$ cat config.mk
export PLATFORM = sky130hd
export DESIGN_NAME = sha256_round_sequencer
export DESIGN_NICKNAME = d
export VERILOG_FILES = /design/src/rtl/sha256_round_sequencer.sv
export SDC_FILE = /design/constraint.sdc
export NUM_CORES = 2
export LEC_CHECK = 0
export BUFFER_PORTS_ARGS = -buffer_cell sky130_fd_sc_hd__buf_2
export CAP_MARGIN = 20
export CORE_MARGIN = 3
export CORE_UTILIZATION = 57
export CTS_CLUSTER_SIZE = 16
export DETAILED_ROUTE_END_ITERATION = 12
export PLACE_DENSITY_LB_ADDON = 0.08
export SLEW_MARGIN = 20
export SYNTH_ARGS = -nofsm -noshare
export SYNTH_HDL_FRONTEND = slang
export SYNTH_SLANG_ARGS = --single-unit
$ cat constraint.sdc
create_clock -name clk -period 22 [get_ports clk]
set_clock_uncertainty 0.15 [all_clocks]
set_input_delay 0 -clock clk [delete_from_list [all_inputs] [get_ports clk]]
set_output_delay 0 -clock clk [all_outputs]
set_load 0.01 [all_outputs]
$ cat src/rtl/sha256_round_sequencer.sv
// SHA-256 round sequencer: loads a 16-word block, then streams t, K[t], W[t]
// with a 16-entry rolling message schedule and valid/ready on both sides.
module sha256_round_sequencer #(
  parameter int ROUNDS   = 64,
  parameter bit K_ENABLE = 1'b1
) (
  input  logic        clk,
  input  logic        rst_n,
  input  logic        abort,
  input  logic        blk_valid,
  output logic        blk_ready,
  input  logic [31:0] blk_word,
  output logic        rnd_valid,
  input  logic        rnd_ready,
  output logic [5:0]  rnd_idx,
  output logic [31:0] rnd_k,
  output logic [31:0] rnd_w,
  output logic        rnd_last,
  output logic        busy
);

  typedef enum logic [1:0] {IDLE, LOAD, RUN} state_t;

  localparam logic [5:0] TLAST = 6'(ROUNDS - 1);

  localparam logic [31:0] KTAB [64] = '{
    32'h428a2f98, 32'h71374491, 32'hb5c0fbcf, 32'he9b5dba5,
    32'h3956c25b, 32'h59f111f1, 32'h923f82a4, 32'hab1c5ed5,
    32'hd807aa98, 32'h12835b01, 32'h243185be, 32'h550c7dc3,
    32'h72be5d74, 32'h80deb1fe, 32'h9bdc06a7, 32'hc19bf174,
    32'he49b69c1, 32'hefbe4786, 32'h0fc19dc6, 32'h240ca1cc,
    32'h2de92c6f, 32'h4a7484aa, 32'h5cb0a9dc, 32'h76f988da,
    32'h983e5152, 32'ha831c66d, 32'hb00327c8, 32'hbf597fc7,
    32'hc6e00bf3, 32'hd5a79147, 32'h06ca6351, 32'h14292967,
    32'h27b70a85, 32'h2e1b2138, 32'h4d2c6dfc, 32'h53380d13,
    32'h650a7354, 32'h766a0abb, 32'h81c2c92e, 32'h92722c85,
    32'ha2bfe8a1, 32'ha81a664b, 32'hc24b8b70, 32'hc76c51a3,
    32'hd192e819, 32'hd6990624, 32'hf40e3585, 32'h106aa070,
    32'h19a4c116, 32'h1e376c08, 32'h2748774c, 32'h34b0bcb5,
    32'h391c0cb3, 32'h4ed8aa4a, 32'h5b9cca4f, 32'h682e6ff3,
    32'h748f82ee, 32'h78a5636f, 32'h84c87814, 32'h8cc70208,
    32'h90befffa, 32'ha4506ceb, 32'hbef9a3f7, 32'hc67178f2
  };

  function automatic logic [31:0] rotr(input logic [31:0] x, input int n);
    return (x >> n) | (x << (32 - n));
  endfunction

  function automatic logic [31:0] ssig0(input logic [31:0] x);
    return rotr(x, 7) ^ rotr(x, 18) ^ (x >> 3);
  endfunction

  function automatic logic [31:0] ssig1(input logic [31:0] x);
    return rotr(x, 17) ^ rotr(x, 19) ^ (x >> 10);
  endfunction

  state_t      state_q, state_d;
  logic [3:0]  cnt_q, cnt_d;
  logic [5:0]  t_q, t_d;
  logic        ready_q, ready_d;
  logic        rv_q, rv_d;
  logic [5:0]  idx_q, idx_d;
  logic [31:0] k_q, k_d;
  logic [31:0] w_q, w_d;
  logic        last_q, last_d;
  logic [31:0] buf_q [16];
  logic        we;
  logic [3:0]  wa;
  logic [31:0] wd;

  logic        blk_fire, rnd_fire;
  logic [5:0]  tn;
  logic [3:0]  sn;
  logic [31:0] wn, kn;

  assign blk_fire = blk_valid & ready_q;
  assign rnd_fire = rv_q & rnd_ready;

  // Slot tn mod 16 still holds W[tn-16] until round tn is accepted.
  always_comb begin
    tn = t_q + 6'd1;
    sn = tn[3:0];
    wn = buf_q[sn];
    if (tn >= 6'd16) begin
      wn = ssig1(buf_q[sn - 4'd2]) + buf_q[sn - 4'd7]
         + ssig0(buf_q[sn - 4'd15]) + buf_q[sn];
    end
    kn = K_ENABLE ? KTAB[tn] : 32'd0;
  end

  always_comb begin
    state_d = state_q;
    cnt_d   = cnt_q;
    t_d     = t_q;
    ready_d = ready_q;
    rv_d    = rv_q;
    idx_d   = idx_q;
    k_d     = k_q;
    w_d     = w_q;
    last_d  = last_q;
    we      = 1'b0;
    wa      = 4'd0;
    wd      = blk_word;
    if (abort) begin
      state_d = IDLE;
      cnt_d   = 4'd0;
      t_d     = 6'd0;
      ready_d = 1'b0;
      rv_d    = 1'b0;
      idx_d   = 6'd0;
      k_d     = 32'd0;
      w_d     = 32'd0;
      last_d  = 1'b0;
    end else begin
      unique case (state_q)
        IDLE: begin
          ready_d = 1'b1;
          if (blk_fire) begin
            we      = 1'b1;
            cnt_d   = 4'd1;
            state_d = LOAD;
          end
        end
        LOAD: begin
          ready_d = 1'b1;
          if (blk_fire) begin
            we    = 1'b1;
            wa    = cnt_q;
            cnt_d = cnt_q + 4'd1;
            if (cnt_q == 4'd15) begin
              state_d = RUN;
              ready_d = 1'b0;
              t_d     = 6'd0;
              rv_d    = 1'b1;
              idx_d   = 6'd0;
              k_d     = K_ENABLE ? KTAB[0] : 32'd0;
              w_d     = buf_q[0];
              last_d  = (TLAST == 6'd0);
            end
          end
        end
        RUN: begin
          if (rnd_fire) begin
            we = 1'b1;
            wa = t_q[3:0];
            wd = w_q;
            if (t_q == TLAST) begin
              state_d = IDLE;
              ready_d = 1'b1;
              t_d     = 6'd0;
              rv_d    = 1'b0;
              idx_d   = 6'd0;
              k_d     = 32'd0;
              w_d     = 32'd0;
              last_d  = 1'b0;
            end else begin
              t_d    = tn;
              idx_d  = tn;
              k_d    = kn;
              w_d    = wn;
              last_d = (tn == TLAST);
            end
          end
        end
        default: state_d = IDLE;
      endcase
    end
  end

  always_ff @(posedge clk) begin
    if (!rst_n) begin
      state_q <= IDLE;
      cnt_q   <= 4'd0;
      t_q     <= 6'd0;
      ready_q <= 1'b0;
      rv_q    <= 1'b0;
      idx_q   <= 6'd0;
      k_q     <= 32'd0;
      w_q     <= 32'd0;
      last_q  <= 1'b0;
    end else begin
      state_q <= state_d;
      cnt_q   <= cnt_d;
      t_q     <= t_d;
      ready_q <= ready_d;
      rv_q    <= rv_d;
      idx_q   <= idx_d;
      k_q     <= k_d;
      w_q     <= w_d;
      last_q  <= last_d;
    end
  end

  always_ff @(posedge clk) begin
    if (we) buf_q[wa] <= wd;
  end

  assign blk_ready = ready_q;
  assign rnd_valid = rv_q;
  assign rnd_idx   = idx_q;
  assign rnd_k     = k_q;
  assign rnd_w     = w_q;
  assign rnd_last  = last_q;
  assign busy      = (state_q != IDLE);

endmodule

==> impl_metrics.csv <==
group,metric,value,unit
outcome,status,"finished, final reports clean",
floorplan,num_rows,95,
global_routing,grt_pass1_wl,190000,um
synthesis,synth_cells,2792,
setup_path,rr_worst_depth,24,
synthesis,async_reset_ff_frac,0,
timing,setup_viol,0,
timing,rsz0062_at_grt,"false",
floorplan,ioPinCount,111,
routing,drc_errors,0,
synthesis,synth.top_cell.area_share,0.394,
synthesis,synth.area.top_cells,"edfxtp_1 39%, mux4_2 26%, dfxtp_1 4.1%, mux2i_1 3.4%, fa_1 3.2%",
synthesis,synth-edff-count,512,
setup_path,r2r-end,"rnd_w[30]$_SDFFE_PP0P_",
timing,maxSlewHeadroom,0.264,
setup_path,critical_path_peak_fanout,47,
finish,postLayoutCoreUtil,0.636,
setup_path,worst_path_dominant_cell_family,"adder cells",
place,dpl_worst_slack,12.02,ns
global_routing,antenna_found_initial,2,
place,dp_hpwl,86000,um
hold_path,min_delay_worst_endpoint,"blk_ready$_SDFFE_PP0P_",
cts,clock_sinks,591,
cts,clk_pin_slew,0.06,ns
setup_path,path_class,"reg -> reg",
timing,worst_slack,11.79,ns
cts,clock_path_buffers,3,
routing,drt-vias-per-instance,7.48,
setup_path,cp_data_arrival_time,10.59,ns
floorplan,die_w,267,um
timing,tightest_slew,1.07,ns
floorplan,dieArea,71500,um^2
timing,setup_tns,0,ns
finish,drive_gt1_frac,0.286,
global_routing,first_global_vias,27400,
setup_path,cp_num_buf_inv,4,
pwr,p_leak,13.6,nW
pwr,peakVddDrop,0.0923,mV
finish,fin_nets,2983,
setup_path,startpoint_type,"flop",
setup_path,required,22.38,ns
setup_path,r2r-start,"rnd_idx[0]$_SDFFE_PP0P_",
routing,drt-initial-drc-count,4176,
synthesis,syn_area,39000,um^2
global_routing,grt_max_degree,94,
timing,period_minus_slack,10.21,ns
place,port_buffers,110,
setup_path,slowest_stage,"dfxtp_4",
synthesis,synth.net_count,2943,
floorplan,die_h,267,um
cts,cts_tree,"yes",
finish,fin_cells,3758,
hold_path,hold_start,"rnd_ready",
setup_path,crit_chain,"ha_1, inv_1, ha_4, clkinv_1, ha_2, a21oi_2, xnor2_4, buf_4, buf_4, mux2i_1, xnor2_1, xnor2_1, fa_1, fa_1, ha_1, and2_1, nand3_1, or2_2, nor4_1, o31ai_1, o21ai_0, a31oi_1, or3_1, a31oi_1",
synthesis,synthFlopType,"edfxtp_1",
synthesis,synth.largest_area_cell,"edfxtp_1",
pwr,power,2.38,mW
cts,cts_setup_buffers,0,
setup_path,endpoint_kind,"flop",
setup_path,rrSetupSlack,11.79,ns
run,cap_viol_max_count,0,
place,dp_cells,3598,
synthesis,synth_seq_cells,591,
cts,htreeDepth,3,
floorplan,core_area,67400,um^2
routing,detail-route-antenna-nets,0,
floorplan,start_util,0.578,
hold_path,hold_depth,6,
hold_path,min_path_type,"in -> reg",
synthesis,synth.distinct_cells,76,
pwr,p_per_area,55.5,nW/um^2
routing,dr.pass1.iters,8,
routing,vias,28100,
global_routing,grt.total_usage,0.368,
synthesis,ys_seq_area_frac,0.435,
timing,timing.fmax,98.0,MHz
setup_path,critPathMaxStageDelay,0.88,ns
place,gp_congestion,0.994,
synthesis,synth.avg_cell_area,14.0,um^2
cts,clockRootBuffer,"clkbuf_16",
setup_path,cp.depth,24,
routing,routed_wl,130000,um
timing,fin_crit_sh,0.464,
cts,cts_buffers,67,
global_routing,overflow,0,
finish,synthToLayoutAreaGrowth,10.0,%
synthesis,yosysWarningCount,0,
timing,hold_viol,0,
routing,wl_per_cell,34.7,um
cts,clock_latency,0.62,ns
timing,drv_slew,0,
[layout by cell type, fill, tap and decap left out, types with 17 or more instances in the layout]
cell type	n
a21oi_1	133
mux2_2	40
a22oi_1	17
buf_4	62
and3_1	17
a31oi_1	25
o211ai_1	37
nand2_1	150
inv_1	71
o21ai_0	123
nor2_1	146
mux4_2	452
edfxtp_1	512
nand3_1	57
mux2i_1	131
fa_1	62
dfxtp_1	77
buf_2	110
nor3_1	31
xnor2_1	116
xor2_1	19
a211oi_1	29
dlygate4sd3_1	38
ha_1	47
nor2_4	18
a21o_1	17
clkbuf_16	70
a221oi_1	24
[logic make-up (layout without fill, tap and decap cells)]
logic type               after synthesis  in the layout  synth area share
AO/OA/AOI/OAI                        524            524            0.0872
XOR/XNOR                             142            142            0.0331
adder cells (fa/ha/maj)              114            114            0.0485
buffers and inverters                318            409            0.0348
flip-flops                           591            591             0.435
multiplexers                         623            623             0.306
other                                  0              2                 0
AND/OR/NAND/NOR                      480            480            0.0549
[worst reg2reg max path: cells and delay by family, from the launching register on]
| family | cells | cell delay [ns] |
|---|---|---|
| and+or+nand+nor | 5 | 1.40 |
| muxes | 1 | 0.91 |
| AOI/OAI and AO/OA | 5 | 1.35 |
| xor gates and xnor gates | 3 | 0.63 |
| adders and majority gates | 6 | 3.17 |
| buffers and inverters | 4 | 1.66 |
| DFF | 1 | 0.88 |
[per-stage QoR]
step | cell area, um^2 | hold slack (ns)
final | 42900 | 0.297
after floorplan | 39000 | 0.0771
after detailed placement | 40300 | 0.247
after global placement | 40300 | 0.226
after global routing | 42900 | 0.327
after CTS | 42900 | 0.255
[layout make-up]
class,instances,area (um^2)
Fill cell,4962,24500
Inverter,76,288
Clock inverter,35,358
Sequential cell,591,17000
Clock buffer,85,1830
Multi-Input combinational cell,1883,20900
Tap cell,873,1090
Timing Repair Buffer,213,1440
Antenna cell,2,5.00
[synthesized netlist by cell type (13+ instances only)]
cell and instances:
xor2_1 21, mux2_2 40, mux2i_1 131, clkbuf_1 128, nor2_1 166, o21ai_0 123, inv_1 72, a211oi_1 29
a21o_1 17, buf_2 59, ha_1 52, and3_1 17, xnor2_1 118, nand3_1 57, dfxtp_1 79, a31oi_1 25
a21oi_1 133, edfxtp_1 512, o22ai_1 13, mux4_2 452, nand2_1 150, buf_1 34, fa_1 62, o211ai_1 37
a221oi_1 24, buf_4 19, nor3_1 31, a22oi_1 18
[power breakdown]
| part | switching, mW | internal, mW |
|---|---|---|
| sequential | 0.00248 | 1.22 |
| clock | 0.468 | 0.652 |
| combinational | 0.0253 | 0.0124 |
[how the worst max path moves through the flow]
stage	start	end	slack, ns
6_report	rnd_idx[0]$_SDFFE_PP0P_	rnd_w[30]$_SDFFE_PP0P_	11.79
3_5_place_dp	rnd_idx[0]$_SDFFE_PP0P_	rnd_w[30]$_SDFFE_PP0P_	12.02
2_1_floorplan	rnd_idx[0]$_SDFFE_PP0P_	rnd_w[27]$_SDFFE_PP0P_	13.32
3_3_place_gp	rnd_idx[0]$_SDFFE_PP0P_	rnd_w[27]$_SDFFE_PP0P_	12.16
5_1_grt	rnd_idx[0]$_SDFFE_PP0P_	rnd_w[30]$_SDFFE_PP0P_	11.42
4_1_cts	rnd_idx[0]$_SDFFE_PP0P_	rnd_w[30]$_SDFFE_PP0P_	11.97
[registers in the layout (all words and copies together) (netlist names)]
signal / flops
buf_q: 512
rnd_k: 32
rnd_w: 32
rnd_idx: 6
cnt_q: 4
state_q: 2
blk_ready: 1
rnd_last: 1
rnd_valid: 1
[repair_timing]
| action | in CTS | in global routing |
|---|---|---|
| resized for setup | 0 | 0 |
| endpoints found under the hold margin | 582 | 0 |
| hold buffers | 38 | 0 |
[per-layer routing]
layer	vias up	wire length, um	GRT usage	part of all wire
li1	11400	-	-	-
met1	14400	50100	0.518	0.38
met2	1999	60500	0.570	0.46
met3	329	14100	0.0759	0.11
met4	2	5730	0.148	0.044
met5	-	13	0	0.00010
Note: power is estimated with default switching activity, not from simulation.
